**src/rtl/uart_tx_arbiter_pkg.sv**
```systemverilog
// Shared types for the UART transmit arbiter slice.
// State encoding and byte width used by arbiter and interface.
package uart_pkg;

    localparam int UART_DATA_W = 8;

    typedef enum logic [1:0] {
        IDLE    = 2'd0,
        START   = 2'd1,
        WAIT_HI = 2'd2,
        WAIT_LO = 2'd3
    } state_t;

endpackage

```
**src/rtl/uart_tx_arbiter_if.sv**
```systemverilog
// Requester/transmitter bundle seen by the UART transmit arbiter.
// master = arbiter side, slave = requesters plus transmitter side.
interface uart_tx_arbiter_if
    import uart_pkg::*;
#(
    parameter int N    = 4,
    parameter int ID_W = 2
);

    logic [N-1:0]             req;
    logic [UART_DATA_W*N-1:0] req_data;
    logic [N-1:0]             ack;
    logic                     tx_start;
    logic [UART_DATA_W-1:0]   tx_data;
    logic                     tx_busy;
    logic [ID_W-1:0]          grant_id;
    logic                     active;
    logic                     timeout_err;

    modport master (
        input  req, req_data, tx_busy,
        output ack, tx_start, tx_data,
        output grant_id, active, timeout_err
    );

    modport slave (
        output req, req_data, tx_busy,
        input  ack, tx_start, tx_data,
        input  grant_id, active, timeout_err
    );

endinterface

```
**src/rtl/uart_tx_arbiter_rr_pick.sv**
```systemverilog
// Combinational round-robin picker: first set req at or after ptr.
// Shared by transmit arbiter and receive-side distributor.
module rr_pick #(
    parameter int N    = 4,
    parameter int ID_W = 2
) (
    input  logic [N-1:0]    req,
    input  logic [ID_W-1:0] ptr,
    output logic            found,
    output logic [ID_W-1:0] idx
);

    logic [2*N-1:0]  rot;
    logic [ID_W-1:0] off;
    logic [ID_W:0]   sum;

    // rotate so bit 0 is the pointer position, then add the offset back
    assign rot = {req, req} >> ptr;

    always_comb begin
        off = '0;
        for (int k = N - 1; k >= 0; k--) begin
            if (rot[k]) off = ID_W'(k);
        end
        sum = {1'b0, ptr} + {1'b0, off};
        if (sum >= (ID_W+1)'(N)) sum = sum - (ID_W+1)'(N);
    end

    assign found = |req;
    assign idx   = sum[ID_W-1:0];

endmodule

```
**src/rtl/uart_tx_arbiter.sv**
```systemverilog
// Round-robin arbiter sharing one UART transmitter among N requesters.
// Latches a byte, pulses start/ack, then follows tx_busy to frame end.
module uart_tx_arbiter
    import uart_pkg::*;
#(
    parameter int N            = 4,
    parameter int ID_W         = 2,
    parameter int BUSY_TIMEOUT = 4
) (
    input logic             clk,
    input logic             rst_n,
    uart_tx_arbiter_if.master bus
);

    localparam int CNT_W = $clog2(BUSY_TIMEOUT + 1);

    state_t                 state, state_d;
    logic [ID_W-1:0]        ptr, ptr_d;
    logic [CNT_W-1:0]       cnt, cnt_d;
    logic [UART_DATA_W-1:0] data_q, data_d;
    logic [ID_W-1:0]        gid_q, gid_d;
    logic                   act_q, act_d;
    logic                   err_q, err_d;

    logic                   found;
    logic [ID_W-1:0]        idx;
    logic [ID_W-1:0]        ptr_nxt;
    logic [UART_DATA_W-1:0] bytes [N];

    rr_pick #(.N(N), .ID_W(ID_W)) u_pick (
        .req   (bus.req),
        .ptr   (ptr),
        .found (found),
        .idx   (idx)
    );

    always_comb begin
        for (int i = 0; i < N; i++)
            bytes[i] = bus.req_data[i*UART_DATA_W +: UART_DATA_W];
    end

    // wrap at N-1 so non-power-of-two N never points past the last requester
    assign ptr_nxt = (gid_q == ID_W'(N - 1)) ? '0 : gid_q + 1'b1;

    always_ff @(posedge clk) begin
        if (!rst_n) begin
            state  <= IDLE;
            ptr    <= '0;
            cnt    <= '0;
            data_q <= '0;
            gid_q  <= '0;
            act_q  <= 1'b0;
            err_q  <= 1'b0;
        end else begin
            state  <= state_d;
            ptr    <= ptr_d;
            cnt    <= cnt_d;
            data_q <= data_d;
            gid_q  <= gid_d;
            act_q  <= act_d;
            err_q  <= err_d;
        end
    end

    always_comb begin
        state_d = state;
        ptr_d   = ptr;
        cnt_d   = cnt;
        data_d  = data_q;
        gid_d   = gid_q;
        act_d   = act_q;
        err_d   = err_q;
        unique case (state)
            IDLE: begin
                if (!bus.tx_busy && found) begin
                    data_d  = bytes[idx];
                    gid_d   = idx;
                    act_d   = 1'b1;
                    state_d = START;
                end
            end
            START: begin
                cnt_d   = '0;
                state_d = WAIT_HI;
            end
            WAIT_HI: begin
                if (bus.tx_busy) begin
                    state_d = WAIT_LO;
                end else if (cnt == CNT_W'(BUSY_TIMEOUT - 1)) begin
                    err_d   = 1'b1;
                    act_d   = 1'b0;
                    ptr_d   = ptr_nxt;
                    state_d = IDLE;
                end else begin
                    cnt_d = cnt + 1'b1;
                end
            end
            WAIT_LO: begin
                if (!bus.tx_busy) begin
                    act_d   = 1'b0;
                    ptr_d   = ptr_nxt;
                    state_d = IDLE;
                end
            end
            default: state_d = IDLE;
        endcase
    end

    assign bus.tx_start    = (state == START);
    assign bus.ack         = (state == START) ? (N'(1) << gid_q) : '0;
    assign bus.tx_data     = data_q;
    assign bus.grant_id    = gid_q;
    assign bus.active      = act_q;
    assign bus.timeout_err = err_q;

endmodule
```
**src/flat_wrapper.sv**
```systemverilog
// flat-port wrapper written by rule: the top's interface ports become plain ports
module uart_tx_arbiter_flat import uart_pkg::*;
#(
    parameter int N            = 4,
    parameter int ID_W         = 2,
    parameter int BUSY_TIMEOUT = 4
)
  (clk, rst_n, bus_req, bus_req_data, bus_tx_busy, bus_ack, bus_tx_start, bus_tx_data, bus_grant_id, bus_active, bus_timeout_err);
  uart_tx_arbiter_if #(.N(N), .ID_W(ID_W)) bus_i ();
  input logic clk;
  input logic rst_n;
  input wire logic [$bits(bus_i.req)-1:0] bus_req;
  input wire logic [$bits(bus_i.req_data)-1:0] bus_req_data;
  input wire logic [$bits(bus_i.tx_busy)-1:0] bus_tx_busy;
  output wire logic [$bits(bus_i.ack)-1:0] bus_ack;
  output wire logic [$bits(bus_i.tx_start)-1:0] bus_tx_start;
  output wire logic [$bits(bus_i.tx_data)-1:0] bus_tx_data;
  output wire logic [$bits(bus_i.grant_id)-1:0] bus_grant_id;
  output wire logic [$bits(bus_i.active)-1:0] bus_active;
  output wire logic [$bits(bus_i.timeout_err)-1:0] bus_timeout_err;
  assign bus_i.req = bus_req;
  assign bus_i.req_data = bus_req_data;
  assign bus_i.tx_busy = bus_tx_busy;
  assign bus_ack = bus_i.ack;
  assign bus_tx_start = bus_i.tx_start;
  assign bus_tx_data = bus_i.tx_data;
  assign bus_grant_id = bus_i.grant_id;
  assign bus_active = bus_i.active;
  assign bus_timeout_err = bus_i.timeout_err;
  uart_tx_arbiter #(.N(N), .ID_W(ID_W), .BUSY_TIMEOUT(BUSY_TIMEOUT)) u_core (.clk(clk), .rst_n(rst_n), .bus(bus_i));
endmodule
```
**config.mk**
```make
export PLATFORM = sky130hd
export DESIGN_NAME = uart_tx_arbiter_flat
export DESIGN_NICKNAME = d
export VERILOG_FILES = /design/src/rtl/uart_tx_arbiter_pkg.sv /design/src/rtl/uart_tx_arbiter_if.sv /design/src/rtl/uart_tx_arbiter_rr_pick.sv /design/src/rtl/uart_tx_arbiter.sv /design/src/flat_wrapper.sv
export SDC_FILE = /design/constraint.sdc
export NUM_CORES = 1
export LEC_CHECK = 0
export CAP_MARGIN = 5
export CORE_MARGIN = 4
export CORE_UTILIZATION = 44
export CTS_CLUSTER_DIAMETER = 200
export CTS_CLUSTER_SIZE = 20
export DETAILED_ROUTE_END_ITERATION = 6
export PLACE_DENSITY = 0.8
export SETUP_SLACK_MARGIN = 0.15
export SLEW_MARGIN = 20
export SYNTH_ARGS = -nofsm -noshare
export SYNTH_HDL_FRONTEND = slang
export SYNTH_SLANG_ARGS = --single-unit
```
**constraint.sdc**
```tcl
create_clock -name clk -period 2.9 [get_ports clk]
set_input_delay 0.87 -clock clk [delete_from_list [all_inputs] [get_ports clk]]
set_output_delay 0.87 -clock clk [all_outputs]
set_load 0.005 [all_outputs]
```
==> flow_summary.ini <==
[critical_path]
slowest_stage = a211o_1
critPathMaxFanout = 8
worstSetupEndpointType = flop
cp.arrival_ns = 2.92
worstSetupPathType = primary input to flop
crit_buf_inv = 3
max_stage_delay_ns = 0.33
start_kind = primary input
required_ns = 3.07
critPathTopFamily = buffers and inverters
path_cells = dlygate4sd2_1 -> buf_4 -> nor2_2 -> nor3_1 -> a211o_1 -> ha_4 -> buf_12 -> mux2_4 -> mux2i_2 -> a221oi_2

[route]
wl_per_cell_um = 18.12
remaining_drc_errors = 0
routed_via_density = 5.517
wl_um = 4838
num_vias = 1473
drt_pass1_iterations = 4
drtAntennaViolNets = 0
drt_iter0_markers = 70

[power_and_ir_drop]
leakage_nw = 0.9349
vdd_drop_max_v = 0.0003459
powerDensity_nw_per_um2 = 335.3

[clock_network]
root_buffer = clkbuf_4
clkSinkCount = 19
htree_levels = 1
postCtsHoldBufs = 0
path_clk_slew_ns = 0.10
clock_latency_ns = 0.30
cts_buffers = 3
cts_tree = yes
max-clock-path-buffers = 2

[floorplanning]
die_h_um = 66.03
initial_core_util_pct = 47.36
core_sq_um = 3128
ioPinCount = 56
dieArea_sq_um = 4359
std_cell_rows = 20
die_w_um = 66.03

[placement]
place_congestion = 0.7624
port_buffers = 55
place_hpwl_um = 3451
dpl-instance-area_sq_um = 2147
dp_worst_setup_slack_ns = -0.4346

[global_routing]
use_met3_pct = 4.252
grt-ovfl-total = 0
use_met1_pct = 25.41
grt_pass1_vias = 1568
grt_max_degree = 19
use_met2_pct = 42.68
grt_usage_pct = 22.69
grt_antenna_before_repair = 0
grt_first_pass_wirelength_um = 7590
busiest_layer = met2

[timing]
period_minus_slack_ns = 2.742
setup_ws_ns = 0.1581
max_freq_mhz = 364.7
skew_ns = 0.01101
worst_pin_slew_ns = 0.5711
drv_slew = 0
hold_viol_final = 0
fin_tns_setup_ns = 0
rsz0062_at_grt = false
fin_crit_sh_pct = 94.55
setup_viol = 0
relSlewSlack_pct = 61.53

[layout]
final_cell_mix = clkdlybuf4s50_1 (51), dfxtp_1 (19), nor2_1 (14), mux2i_1 (14), buf_4 (14)
fin_util_pct = 73.80
diodes = 0
final_common_cell = clkdlybuf4s50_1
area_growth_pct = 55.83
fin_area_sq_um = 2308
layout-drive-gt1-share_pct = 27.80
fin_nets = 270

[outcome]
status = finished clean

[synthesis]
ys_seq_elements = 19
synth_seq_area_share_pct = 25.68
synth.cell_area_sq_um = 1481
yosys_warnings = 0
syn_area_per_cell_sq_um = 9.558
synth_fp_nets = 201
synth_edf_count = 0
synthCells = 155
async_flop_share_pct = 0
synth.distinct_cells = 38
synthFlopType = dfxtp_1

[min_path]
hp-class = flop to flop

[run]
max_cap_viol_count = 0
## worst register-to-register path, delay by kind of cell (launching register included)
kind	cells	cell delay, ns
and+or+nand+nor	1	0.11
buffers and inverters	1	0.15
muxes	2	0.52
adders and majority gates	1	0.32
AOI/OAI and AO/OA	4	0.67
DFF	1	0.62
## registers in the layout (all words and copies together) (netlist names)
signal                  flops
u_core.bus.tx_data          8
u_core.cnt                  3
u_core.bus.timeout_err      1
u_core.state                2
u_core.bus.active           1
u_core.ptr                  2
u_core.bus.grant_id         2
## worst paths after layout
| check | start | to | slack [ns] | cells past startpoint |
|---|---|---|---|---|
| max | bus_req[0] | u_core.bus.tx_data[6] | 0.16 | 10 |
| min | u_core.bus.active | u_core.bus.active | 0.51 | 2 |
| max reg2reg | u_core.ptr[0] | u_core.bus.tx_data[6] | 0.39 | 9 |
| min reg2reg | u_core.bus.active | u_core.bus.active | 0.51 | 2 |
## synthesized netlist by cell type (3+ instances only)
cell type,number,area [sq um]
dfxtp_1,19,380.4
nor2_1,17,63.81
nand2_1,4,15.01
o21ai_0,12,60.06
mux2_2,15,168.9
buf_6,3,33.78
nor2b_1,6,37.54
nand3_1,3,15.01
and2_1,6,37.54
inv_1,5,18.77
mux2i_1,18,180.2
a21oi_1,3,15.01
a221oi_2,7,105.1
ha_1,7,87.58
## cell type report
| class | count | area (sq um) |
|---|---|---|
| clock buffers | 3 | 22.52 |
| clock inverters | 1 | 5.005 |
| fillers | 229 | 819.5 |
| inverters | 5 | 18.77 |
| multi-input cells | 123 | 1105 |
| flip-flops and latches | 19 | 380.4 |
| well taps | 44 | 55.05 |
| repair buffers | 72 | 721.9 |
## kinds of logic after synthesis
| group | count (synthesis) | share of synthesized area (%) |
|---|---|---|
| xor gates and xnor gates | 1 | 0.5913 |
| AOI/OAI and AO/OA | 31 | 18.50 |
| muxes | 33 | 23.56 |
| DFF | 19 | 25.68 |
| adders and majority gates | 7 | 5.912 |
| and+or+nand+nor | 51 | 19.26 |
| buffers and inverters | 13 | 6.503 |
## stage by stage
stage	instances	hold slack (ns)	power, mW
after CTS	267	0.5079	0.7672
after floorplan	155	0.4650	0.4571
after global routing	267	0.5778	0.8185
after global placement	260	0.4669	0.5856
after detailed placement	260	0.4890	0.5977
final	267	0.5078	0.7740
## repair_timing
action,4_1_cts,5_1_grt
gates resized for setup,27,3
cloned,1,0
buffers inserted,2,0
pin swaps,8,2
endpoints found under the setup margin,9,8
## report_power, final
part           switching [mW]  total, mW  internal (mW)
Combinational           0.140      0.339          0.200
Clock                  0.0836      0.135         0.0513
Sequential             0.0183      0.300          0.282
Total                   0.241      0.774          0.533
## per-layer routing
metal / part of all wire (%) / routed length [um] / vias up
met5: 0 / 0 / -
met4: 1.7 / 84 / 0
met3: 6.5 / 316 / 10
met2: 53 / 2546 / 55
met1: 39 / 1890 / 709
li1: - / - / 699
Note: power is estimated with default switching activity, not from simulation.
